==> src/rtl/spi_pkg.sv <==
// Shared SPI definitions: word width, bit-counter width and receiver state encoding.
package spi_pkg;

    localparam int SPI_WORD_W = 16;
    localparam int CNT_W      = $clog2(SPI_WORD_W + 1);

    typedef enum logic {
        IDLE  = 1'b0,
        SHIFT = 1'b1
    } rx_state_t;

endpackage

==> src/rtl/spi_sync.sv <==
// Multi-flop synchronizer for one asynchronous SPI line, with a configurable reset value.
module spi_sync #(
    parameter int   STAGES    = 2,
    parameter logic RESET_VAL = 1'b0
) (
    input  logic clk,
    input  logic reset,
    input  logic d,
    output logic q
);

    logic [STAGES-1:0] chain_q;
    logic [STAGES-1:0] chain_d;

    always_comb begin
        chain_d = {chain_q[STAGES-2:0], d};
    end

    always_ff @(posedge clk) begin
        if (reset) begin
            chain_q <= {STAGES{RESET_VAL}};
        end else begin
            chain_q <= chain_d;
        end
    end

    assign q = chain_q[STAGES-1];

endmodule

==> src/rtl/spi_slave_rx.sv <==
// SPI receiver: oversamples cs_l/sclk/data, rebuilds MSB-first words and offers them on a
// valid/ready port with one-cycle overrun and frame-error pulses.
module spi_slave_rx
    import spi_pkg::*;
#(
    parameter int WIDTH       = SPI_WORD_W,
    parameter int SYNC_STAGES = 2
) (
    input  logic                         clk,
    input  logic                         reset,
    input  logic                         spi_cs_l,
    input  logic                         spi_sclk,
    input  logic                         spi_data,
    output logic [WIDTH-1:0]             rx_data,
    output logic                         rx_valid,
    input  logic                         rx_ready,
    output logic                         overrun,
    output logic                         frame_err,
    output logic [$clog2(WIDTH+1)-1:0]   bit_count
);

    localparam int CW = $clog2(WIDTH + 1);

    // Handshake: a word transfers on any clk edge where rx_valid & rx_ready; rx_data is
    // held stable while rx_valid=1 and rx_ready=0, and rx_ready has no effect while rx_valid=0.

    logic cs_s, sclk_s, data_s;

    spi_sync #(.STAGES(SYNC_STAGES), .RESET_VAL(1'b1)) u_sync_cs (
        .clk(clk), .reset(reset), .d(spi_cs_l), .q(cs_s)
    );
    spi_sync #(.STAGES(SYNC_STAGES), .RESET_VAL(1'b0)) u_sync_sclk (
        .clk(clk), .reset(reset), .d(spi_sclk), .q(sclk_s)
    );
    spi_sync #(.STAGES(SYNC_STAGES), .RESET_VAL(1'b0)) u_sync_data (
        .clk(clk), .reset(reset), .d(spi_data), .q(data_s)
    );

    rx_state_t        state_q, state_d;
    logic             sclk_d_q, sclk_d_d;
    logic [CW-1:0]    cnt_q, cnt_d;
    logic [WIDTH-1:0] shreg_q, shreg_d;
    logic [WIDTH-1:0] rx_data_q, rx_data_d;
    logic             rx_valid_q, rx_valid_d;
    logic             overrun_q, overrun_d;
    logic             frame_err_q, frame_err_d;

    logic             rise;
    logic             accept;
    logic [WIDTH-1:0] shifted;

    assign rise    = sclk_s & ~sclk_d_q;
    assign accept  = rx_valid_q & rx_ready;
    assign shifted = {shreg_q[WIDTH-2:0], data_s};

    always_comb begin
        state_d     = state_q;
        sclk_d_d    = sclk_s;
        cnt_d       = cnt_q;
        shreg_d     = shreg_q;
        rx_data_d   = rx_data_q;
        rx_valid_d  = rx_valid_q;
        overrun_d   = 1'b0;
        frame_err_d = 1'b0;

        if (accept) begin
            rx_valid_d = 1'b0;
        end

        case (state_q)
            IDLE: begin
                // A rising sclk coincident with cs_l falling is not part of the word.
                if (!cs_s) begin
                    state_d = SHIFT;
                    cnt_d   = '0;
                    shreg_d = '0;
                end
            end
            SHIFT: begin
                if (cs_s) begin
                    state_d = IDLE;
                    cnt_d   = '0;
                    if (cnt_q != '0) begin
                        frame_err_d = 1'b1;
                    end
                end else if (rise) begin
                    shreg_d = shifted;
                    if (cnt_q == CW'(WIDTH - 1)) begin
                        cnt_d = '0;
                        if (!rx_valid_q || accept) begin
                            rx_data_d  = shifted;
                            rx_valid_d = 1'b1;
                        end else begin
                            overrun_d = 1'b1;
                        end
                    end else begin
                        cnt_d = cnt_q + CW'(1);
                    end
                end
            end
            default: begin
                state_d = IDLE;
                cnt_d   = '0;
            end
        endcase
    end

    always_ff @(posedge clk) begin
        if (reset) begin
            state_q     <= IDLE;
            sclk_d_q    <= 1'b0;
            cnt_q       <= '0;
            shreg_q     <= '0;
            rx_data_q   <= '0;
            rx_valid_q  <= 1'b0;
            overrun_q   <= 1'b0;
            frame_err_q <= 1'b0;
        end else begin
            state_q     <= state_d;
            sclk_d_q    <= sclk_d_d;
            cnt_q       <= cnt_d;
            shreg_q     <= shreg_d;
            rx_data_q   <= rx_data_d;
            rx_valid_q  <= rx_valid_d;
            overrun_q   <= overrun_d;
            frame_err_q <= frame_err_d;
        end
    end

    assign rx_data   = rx_data_q;
    assign rx_valid  = rx_valid_q;
    assign overrun   = overrun_q;
    assign frame_err = frame_err_q;
    assign bit_count = cnt_q;

endmodule

==> config.mk <==
export PLATFORM = sky130hd
export DESIGN_NAME = spi_slave_rx
export DESIGN_NICKNAME = d
export VERILOG_FILES = /design/src/rtl/spi_pkg.sv /design/src/rtl/spi_sync.sv /design/src/rtl/spi_slave_rx.sv
export SDC_FILE = /design/constraint.sdc
export NUM_CORES = 1
export LEC_CHECK = 0
export ABC_AREA = 1
export BUFFER_PORTS_ARGS = -buffer_cell sky130_fd_sc_hd__buf_2
export CORE_MARGIN = 2
export CORE_UTILIZATION = 30
export CTS_CLUSTER_DIAMETER = 30
export CTS_CLUSTER_SIZE = 24
export DETAILED_ROUTE_END_ITERATION = 10
export GPL_TIMING_DRIVEN = 0
export HOLD_SLACK_MARGIN = 0.03
export PLACE_DENSITY_LB_ADDON = 0.08
export RECOVER_POWER = 25
export SYNTH_ARGS = -nofsm -noshare
export SYNTH_HDL_FRONTEND = slang
export SYNTH_SLANG_ARGS = --single-unit
export TNS_END_PERCENT = 1
==> constraint.sdc <==
create_clock -name clk -period 3.27 [get_ports clk]
set_clock_uncertainty 0.1 [all_clocks]
set_input_delay 0.654 -clock clk [delete_from_list [all_inputs] [get_ports clk]]
set_output_delay 0.654 -clock clk [all_outputs]
set_load 0.02 [all_outputs]
==> metrics.yaml <==
routing:
  via_per_inst: 4.10
  drt_pass1_iterations: 4
  num_vias: 1476
  wl_per_cell_um: 10.5
  wl_um: 3760
  drc: 0
  ant_nets: 0
  drtIter0Drc: 59
synthesis:
  synth.distinct_cells: 20
  yosysWarnings: 0
  syn_inst: 249
  syn_nets: 257
  syn-cell-area_mm2: 0.00182
  synth_largest_area_cell: "dfxtp_1"
  synth_top_area_share_pct: 51.7
  ys_ff_latch: 47
  seq_area_frac_synth_pct: 51.7
  synth_area_leaders: "dfxtp_1 52%, nand2_1 17%, nor2_1 8.9%"
  syn_area_per_cell_um2: 7.31
setup_path:
  crit_chain: "ha_1 > nand3_1 > nor2_1 > nand3_4 > buf_2 > nor2_1 > nor2_1"
  cp_top_family: "simple AND/OR/NAND/NOR gates"
  cp-start-kind: "flip-flop"
  cpPeakStageDelay_ns: 0.43
  worstPathArrival_ns: 1.88
  critPathKind: "flip-flop to flip-flop"
  crit_slowest_cell: "dfxtp_1"
  startpoint: "bit_count[0]"
  r2r-start: "bit_count[0]"
  worst-path-max-fanout: 10
  crit_top_cell: "nor2_1"
  crit_buf_inv: 1
  cp.required_ns: 3.37
  crit_path_end_kind: "flip-flop"
finish:
  nets: 292
  layout.cells.most_common: "nand2_1"
  utilization_pct: 36.0
  area_growth_pct: 16.5
  final_cell_mix: "81 x nand2_1, 47 x dfxtp_1, 44 x nor2_1"
  drive_gt1_share_pct: 15.8
  antenna_cells: 0
cts:
  htreeDepth: 2
  cts_tree: "done"
  clockRootBuffer: "clkbuf_8"
  cts.sink_count: 47
  cts_resized: 0
  clock_latency_ns: 0.30
  cts_hold_buf: 0
  clockBufferDepth: 2
  cts_setup_buffers: 0
  path_clk_slew_ns: 0.09
  cts_buffers: 5
placement:
  io_buffers: 28
  gp_congestion: 0.710
  hpwl_um: 2510
die:
  core-area_mm2: 0.00589
  die_h_um: 81.9
  ios: 30
  start_util_pct: 30.9
  die_area_mm2: 0.00671
  rows: 28
  die_w_um: 81.9
global_routing:
  grt.total_usage_pct: 12.6
  grt_pass1_wl_um: 6380
  overflow: 0
  antenna_found_initial: 0
  grt_pass1_vias: 1377
  grt_max_degree: 14
timing:
  period_needed_ns: 1.78
  finalSetupViolations: 0
  min_period_over_period_pct: 54.3
  grt_setup_unrepaired: "false"
  relSlewSlack_pct: 64.8
  report.final.slew_viol_count: 0
  tightest_slew_ns: 0.529
  hold_violations: 0
  final.setup.tns_ns: 0
  timing.fmax_mhz: 563
flow_run:
  cap_violations: 0
worst_hold_path:
  hp-class: "flip-flop to flip-flop"
  worstHoldStart: "u_sync_data.chain_q[0]"
power:
  ir_drop_mv: 0.157
  p_per_area_mw_per_mm2: 448
  p_leak_nw: 1.05
status:
  status: "finished, final reports clean"
path summary, 6_finish.rpt:
path | end | cells after the start | slack (ns)
setup / recovery | rx_data[9] | 7 | 1.49
hold / removal | u_sync_data.chain_q[1] | 2 | 0.30
setup reg to reg | rx_data[9] | 7 | 1.49
hold reg to reg | u_sync_data.chain_q[1] | 2 | 0.30
per-stage QoR:
step | instance area [um2] | setup WS [ns] | cells | total power (W) | hold WS [ns]
global placement | 2050 | 1.45 | 352 | 0.000625 | 0.291
detailed placement | 2050 | 1.43 | 352 | 0.000624 | 0.294
CTS | 2140 | 1.54 | 360 | 0.000965 | 0.306
floorplan | 1820 | 1.68 | 249 | 0.000613 | 0.288
global route | 2120 | 1.35 | 360 | 0.000998 | 0.339
finish | 2120 | 1.49 | 360 | 0.000951 | 0.304
metal layers:
| layer | up-vias | global-route usage, % | routed length (um) |
|---|---|---|---|
| li1 | 816 | - | - |
| met1 | 638 | 16.1 | 1910 |
| met2 | 20 | 19.4 | 1680 |
| met3 | 2 | 4.07 | 141 |
| met4 | 0 | 5.00 | 33 |
| met5 | - | 0 | 0 |
Yosys cell counts:
| cell | number |
|---|---|
| clkbuf_1 | 3 |
| nor2_4 | 2 |
| nand2_1 | 81 |
| a311oi_1 | 1 |
| ha_1 | 2 |
| buf_6 | 2 |
| nand3_4 | 1 |
| inv_2 | 1 |
| nand4_1 | 1 |
| nor3_1 | 1 |
| inv_1 | 30 |
| or2_2 | 2 |
| nand3_2 | 1 |
| buf_2 | 5 |
| o21ai_0 | 1 |
| nand3_1 | 5 |
| dfxtp_1 | 47 |
| nor2_1 | 43 |
| a21oi_1 | 19 |
| nand2_2 | 1 |
layout make-up:
| cell class | instances | area (um2) |
|---|---|---|
| buffer | 10 | 57.6 |
| clock buffer | 7 | 76.3 |
| timing repair buffer | 28 | 139 |
| fill | 652 | 3760 |
| inverter | 31 | 116 |
| clock inverter | 1 | 5.00 |
| tap | 75 | 93.8 |
| sequential | 47 | 941 |
| multi-input combinational | 161 | 692 |
where the power goes:
group	internal, W	switching [W]	leakage (nW)	total, W
Clock	0.000151	0.000190	0.0422	0.000341
Sequential	0.000577	0.00000301	0.380	0.000580
Combinational	0.00000869	0.0000215	0.623	0.0000302
tightest hold or removal path, cell delays in order (launching register included):
cell,delay (ns)
dfxtp_1,0.30
inv_1,0.04
nor2_1,0.03
sequential cells by signal, indices dropped and copies added (netlist names):
name	count
state_q	1
shreg_q	15
bit_count	5
u_sync_data.chain_q	2
overrun	1
rx_data	16
frame_err	1
u_sync_cs.chain_q	2
sclk_d_q	1
u_sync_sclk.chain_q	2
rx_valid	1
kinds of logic (layout without fill, tap and decap cells):
group / count (synthesis) / in the layout / share of synthesized area, %
and+or+nand+nor: 138 / 138 / 31.3
AOI/OAI and AO/OA: 21 / 21 / 5.98
adders and majority gates: 2 / 2 / 1.37
DFF: 47 / 47 / 51.7
buffers and inverters: 41 / 77 / 9.62
Note: power is estimated with default switching activity, not from simulation.
